==> src/rtl/mips_loader_pkg.sv <==
// Shared types and constants for the byte-stream instruction-memory loader.
package mips_loader_pkg;

    typedef enum logic [2:0] {
        IDLE,
        LEN,
        DATA,
        CHK,
        ERR
    } state_t;

    localparam logic [7:0] HDR_BYTE = 8'hA5;
    localparam int         BYTE_W   = 8;
    localparam int         WORD_W   = 32;
    localparam int         LEN_W    = 8;
    localparam int         BCNT_W   = 2;

endpackage

==> src/rtl/loader_word_assembler.sv <==
// Collects stream bytes MSB-first into 32-bit words and keeps a running XOR
// checksum over every byte taken since the last clear.
module loader_word_assembler
    import mips_loader_pkg::*;
(
    input  logic              i_clk,
    input  logic              i_rst_n,
    input  logic              i_clear,
    input  logic              i_take,
    input  logic [BYTE_W-1:0] i_byte,
    output logic [WORD_W-1:0] o_word,
    output logic              o_word_ready,
    output logic [BYTE_W-1:0] o_chk
);

    logic [WORD_W-BYTE_W-1:0] r_shift;
    logic [BCNT_W-1:0]        r_byte_cnt;
    logic [BYTE_W-1:0]        r_chk;

    always_ff @(posedge i_clk) begin
        if (!i_rst_n) begin
            r_shift    <= '0;
            r_byte_cnt <= '0;
            r_chk      <= '0;
        end else if (i_clear) begin
            r_shift    <= '0;
            r_byte_cnt <= '0;
            r_chk      <= '0;
        end else if (i_take) begin
            r_shift    <= {r_shift[WORD_W-2*BYTE_W-1:0], i_byte};
            r_byte_cnt <= r_byte_cnt + 1'b1;
            r_chk      <= r_chk ^ i_byte;
        end
    end

    // The completed word includes the byte being taken this cycle.
    assign o_word       = {r_shift, i_byte};
    assign o_word_ready = i_take && (r_byte_cnt == BCNT_W'(3));
    assign o_chk        = r_chk;

endmodule

==> src/rtl/instr_mem_loader.sv <==
// Framed byte-stream bootloader: writes big-endian words into instruction
// memory and holds the CPU in reset while a frame is being loaded.
module instr_mem_loader
    import mips_loader_pkg::*;
#(
    parameter int ADDR_WIDTH     = 8,
    parameter int BASE_ADDR      = 0,
    parameter int MAX_WORDS      = 255,
    parameter int TIMEOUT_CYCLES = 100000
) (
    input  logic                  CLK,
    input  logic                  reset,
    input  logic                  in_valid,
    input  logic [7:0]            in_data,
    output logic                  in_ready,
    output logic                  wr_en,
    output logic [ADDR_WIDTH-1:0] wr_addr,
    output logic [31:0]           wr_data,
    output logic                  cpu_hold,
    output logic                  load_done,
    output logic                  load_err
);

    localparam int                    TO_W    = $clog2(TIMEOUT_CYCLES + 1);
    localparam logic [TO_W-1:0]       TO_LAST = TO_W'(TIMEOUT_CYCLES - 1);
    localparam logic [LEN_W:0]        MAX_N   = (LEN_W + 1)'(MAX_WORDS);
    localparam logic [ADDR_WIDTH-1:0] BASE    = ADDR_WIDTH'(BASE_ADDR);

    state_t                r_state;
    state_t                w_next;
    logic                  r_ready;
    logic                  r_wr_en;
    logic [ADDR_WIDTH-1:0] r_wr_addr;
    logic [WORD_W-1:0]     r_wr_data;
    logic                  r_hold;
    logic                  r_done;
    logic                  r_err;
    logic [LEN_W-1:0]      r_len;
    logic [LEN_W-1:0]      r_word_cnt;
    logic [TO_W-1:0]       r_idle;

    logic                  w_xfer;
    logic                  w_start;
    logic                  w_clear;
    logic                  w_take;
    logic                  w_done;
    logic                  w_err;
    logic                  w_last_word;
    logic                  w_word_ready;
    logic [WORD_W-1:0]     w_word;
    logic [BYTE_W-1:0]     w_chk;

    assign w_xfer      = in_valid && r_ready;
    assign w_last_word = (r_word_cnt == r_len - LEN_W'(1));

    loader_word_assembler u_asm (
        .i_clk        (CLK),
        .i_rst_n      (reset),
        .i_clear      (w_clear),
        .i_take       (w_take),
        .i_byte       (in_data),
        .o_word       (w_word),
        .o_word_ready (w_word_ready),
        .o_chk        (w_chk)
    );

    always_ff @(posedge CLK) begin
        if (!reset) r_state <= IDLE;
        else        r_state <= w_next;
    end

    // ERR is never registered: its entry action fires and the FSM lands in IDLE.
    always_comb begin
        w_next  = r_state;
        w_start = 1'b0;
        w_clear = 1'b0;
        w_take  = 1'b0;
        w_done  = 1'b0;
        w_err   = 1'b0;
        case (r_state)
            IDLE: begin
                if (w_xfer && in_data == HDR_BYTE) begin
                    w_next  = LEN;
                    w_start = 1'b1;
                end
            end
            LEN: begin
                if (w_xfer) begin
                    if (in_data == 8'd0 || {1'b0, in_data} > MAX_N) begin
                        w_next = ERR;
                    end else begin
                        w_next  = DATA;
                        w_clear = 1'b1;
                    end
                end
            end
            DATA: begin
                if (w_xfer) begin
                    w_take = 1'b1;
                    if (w_word_ready && w_last_word) w_next = CHK;
                end
            end
            CHK: begin
                if (w_xfer) begin
                    if (in_data == w_chk) begin
                        w_next = IDLE;
                        w_done = 1'b1;
                    end else begin
                        w_next = ERR;
                    end
                end
            end
            default: w_next = IDLE;
        endcase
        if (r_state != IDLE && !w_xfer && r_idle == TO_LAST) w_next = ERR;
        if (w_next == ERR) begin
            w_err  = 1'b1;
            w_next = IDLE;
        end
    end

    always_ff @(posedge CLK) begin
        if (!reset) begin
            r_ready    <= 1'b0;
            r_wr_en    <= 1'b0;
            r_wr_addr  <= '0;
            r_wr_data  <= '0;
            r_hold     <= 1'b0;
            r_done     <= 1'b0;
            r_err      <= 1'b0;
            r_len      <= '0;
            r_word_cnt <= '0;
            r_idle     <= '0;
        end else begin
            r_ready <= 1'b1;
            r_wr_en <= 1'b0;
            if (w_start) begin
                r_hold <= 1'b1;
                r_done <= 1'b0;
                r_err  <= 1'b0;
            end
            if (w_clear) begin
                r_len      <= in_data;
                r_word_cnt <= '0;
            end
            if (w_take && w_word_ready) begin
                r_wr_en    <= 1'b1;
                r_wr_addr  <= BASE + ADDR_WIDTH'(r_word_cnt);
                r_wr_data  <= w_word;
                r_word_cnt <= r_word_cnt + 1'b1;
            end
            if (w_done) begin
                r_hold <= 1'b0;
                r_done <= 1'b1;
            end
            if (w_err) begin
                r_hold <= 1'b0;
                r_err  <= 1'b1;
            end
            if (r_state == IDLE || w_xfer) r_idle <= '0;
            else                           r_idle <= r_idle + 1'b1;
        end
    end

    assign in_ready  = r_ready;
    assign wr_en     = r_wr_en;
    assign wr_addr   = r_wr_addr;
    assign wr_data   = r_wr_data;
    assign cpu_hold  = r_hold;
    assign load_done = r_done;
    assign load_err  = r_err;

endmodule

==> config.mk <==
export PLATFORM = sky130hd
export DESIGN_NAME = instr_mem_loader
export DESIGN_NICKNAME = d
export VERILOG_FILES = /design/src/rtl/mips_loader_pkg.sv /design/src/rtl/loader_word_assembler.sv /design/src/rtl/instr_mem_loader.sv
export SDC_FILE = /design/constraint.sdc
export NUM_CORES = 1
export LEC_CHECK = 0
export CAP_MARGIN = 0
export CORE_ASPECT_RATIO = 0.8
export CORE_MARGIN = 2
export CORE_UTILIZATION = 45
export DETAILED_ROUTE_END_ITERATION = 10
export PLACE_DENSITY = 0.64
export SKIP_CTS_REPAIR_TIMING = 1
export SYNTH_ARGS = -nofsm -noshare
export SYNTH_HDL_FRONTEND = slang
export SYNTH_SLANG_ARGS = --single-unit
==> constraint.sdc <==
create_clock -name CLK -period 4.9 [get_ports CLK]
set_input_delay 1.47 -clock CLK [delete_from_list [all_inputs] [get_ports CLK]]
set_output_delay 1.47 -clock CLK [all_outputs]
set_load 0.01 [all_outputs]
==> flow_summary.yaml <==
run_status:
  status: "completed"
detailed_routing:
  drt_pass1_iterations: 5
  wl_mm: 10.60
  drc: 0
  drt.antenna.violating_nets: 0
  drtIter0Drc: 229
  vias: 3960
  wl_per_cell_microns: 13.75
  vias_per_cell: 5.136
worst_setup_path:
  worst-path-max-fanout: 9
  path_buf_inv: 1
  cp-start-kind: "primary input"
  cp.required_ns: 5.18
  criticalPathCategory: "primary input to flop"
  slowest_delay_ns: 0.95
  path_delay_family: "compound AO/OA/AOI/OAI gates"
  cp_slowest_cell: "a2111oi_2"
  timing.critical_path.cells: "clkdlybuf4s50_1, nor4_1, a2111oi_2, nor2_1, o21ai_0, a21oi_1"
  cp-end-kind: "flop"
  arrival_ns: 3.75
clocking:
  cts_buffers: 17
  htreeDepth: 4
  clock-sinks: 115
  cts_tree: "yes"
  clk_path_buf_depth: 2
  root_buffer: "clkbuf_16"
  clock_latency_ns: 0.41
  clkSlewWorstSetupHoldPaths_ns: 0.06
die:
  die_area_sq_um: 11140
  ios: 56
  die_x_microns: 117.5
  start_util_pct: 45.66
  row_count: 33
  die_height_microns: 94.81
  core_sq_um: 10160
global_routing:
  first_global_vias: 3570
  grt_max_degree: 39
  antenna_found_initial: 0
  grt-ovfl-total: 0
  grt_pass1_wl_mm: 17.99
  grt_usage_pct: 20.42
logic_synthesis:
  synth_compound_area_share_pct: 12.19
  synth_cells: 569
  synth_top_area_share_pct: 49.64
  syn_area_sq_um: 4638
  ys.warnings.count: 0
  post-synth-top-count-cell: "nand2_1"
  ys_types: 50
  yosysTopAreaCell: "dfxtp_1"
  synth-edff-count: 0
  yosys-top-cells-area: "dfxtp_1 (50%), nand2_1 (13%), a21oi_1 (8.8%), xor2_1 (4.2%), xnor2_1 (3.4%)"
  synth_common_cells: "nand2_1 (162), dfxtp_1 (115), a21oi_1 (82)"
  syn_nets: 584
  synth_top_family_by_area: "simple AND/OR/NAND/NOR gates"
  synth-async-reset-ratio_pct: 0
  yosys.area_share.simple_pct: 26.03
  synthXorXnorAreaFrac_pct: 7.553
  synth-adder-area-share_pct: 1.079
  yosysSeqAreaShare_pct: 49.64
  avgSynthCellArea_sq_um: 8.151
  synthFlopType: "dfxtp_1"
  ys_ff_latch: 115
  synthMuxAreaShare_pct: 0.4586
sta:
  post-route-period-util_pct: 70.70
  rsz0062_at_grt: "no"
  finalHoldViolCount: 0
  setup_viol_count_final: 0
  timing.final.crit_period_ns: 3.464
  final-max-slew-violation-count: 0
  worstMarginPinSlew_ns: 1.003
  finClkSkew_ns: 0.007591
  final.setup.tns_ns: 0
  max_clock_freq_mhz: 288.7
  relSlewSlack_pct: 32.99
final_layout:
  drive_gt1_share_pct: 7.132
  insertedDiodeCount: 0
  fill_cells: 939
  finalInstanceArea_sq_um: 5874
  area_growth_pct: 26.65
  nNetsFinal: 633
power_and_ir_drop:
  powerDensity_nw_per_um2: 375.1
  power_leakage_nw: 1.962
  vdd_ir_drop_max_v: 0.0002272
placed_design:
  postPlaceCellArea_sq_um: 5283
  portBuffers: 55
  dp_hpwl_mm: 7.069
  place_congestion: 0.7555
flow_run:
  maxCapViolCount: 0
min_path:
  hold_class: "flop to flop"
power breakdown:
part | switching (mW) | internal, mW | total (mW)
registers | 0.00221 | 0.937 | 0.939
logic | 0.0284 | 0.0135 | 0.0419
clock network | 0.456 | 0.766 | 1.22
total | 0.487 | 1.72 | 2.20
registers in the layout (all words and copies together) (netlist names):
| name | cells |
|---|---|
| r_state | 3 |
| wr_en | 1 |
| r_word_cnt | 8 |
| wr_addr | 8 |
| u_asm.o_chk | 8 |
| wr_data | 32 |
| cpu_hold | 1 |
| in_ready | 1 |
| r_idle | 17 |
| r_len | 8 |
| u_asm.r_shift | 24 |
| u_asm.r_byte_cnt | 2 |
| load_err | 1 |
| load_done | 1 |
worst paths after layout:
kind	start	endpoint	slack [ns]	cells past startpoint
setup / recovery	in_data[5]	r_word_cnt[3]	1.44	6
hold / removal	wr_data[26]	wr_data[26]	0.45	2
setup reg to reg	r_state[1]	r_word_cnt[7]	2.68	4
hold reg to reg	wr_data[26]	wr_data[26]	0.45	2
placed cells by master, fill, tap and decap left out, drive strengths merged, types with 4 or more instances in the layout:
cell	Yosys	routed
and3	8	8
a31oi	5	5
ha	4	4
inv	3	7
nor2	35	35
dfxtp	115	115
clkinvlp	0	4
nor4	5	5
nand2	162	162
clkdlybuf4s50	0	55
clkbuf	24	18
xor2	22	22
nand3	18	18
nand2b	4	4
o21ai	7	7
a21oi	82	82
nor3	10	10
xnor2	18	18
buf	7	6
clkinv	0	4
nand4	7	7
worst register-to-register path, cell delays in order (launching register included):
cell and delay, ns:
dfxtp_1 0.55, nand4_1 0.55, buf_4 0.39, or4_1 0.52
a21oi_1 0.15
through the flow:
stage               power, mW  instances  setup WS, ns  util, %  hold WS, ns
floorplan              0.9789        569         2.157        -       0.4321
global placement        1.001        739         1.059    52.01       0.4407
detailed placement      1.001        739         1.017    52.01       0.4456
CTS                     2.226        771         1.437    57.83       0.4531
global route            2.277        771         1.208    57.83       0.4762
finish                  2.204        771         1.436    57.83       0.4531
cell families after synthesis:
| group | Yosys count |
|---|---|
| adders and majority gates | 4 |
| buffers and inverters | 34 |
| xor gates and xnor gates | 40 |
| muxes | 2 |
| and+or+nand+nor | 269 |
| AOI/OAI and AO/OA | 104 |
| DFF | 115 |
| other | 1 |
routing by layer:
metal | vias up | track usage, % | wire length, microns
met5 | - | 0 | 0
met4 | 0 | 7.229 | 92
met3 | 9 | 6.159 | 711
met2 | 118 | 30.36 | 4517
met1 | 1811 | 28.24 | 5283
li1 | 2022 | - | -
cell type report:
type                    instances  area, sq um  share of cell area [%]
clock buffers                  18        439.2                   7.476
clock inverters                14        152.6                   2.599
inverters                       3        11.26                  0.1917
multi-input cells             420         2198                   37.42
flip-flops and latches        115         2302                   39.19
well taps                     140        175.2                   2.982
repair buffers                 61        595.6                   10.14
Power figures use the tool's default switching activity.
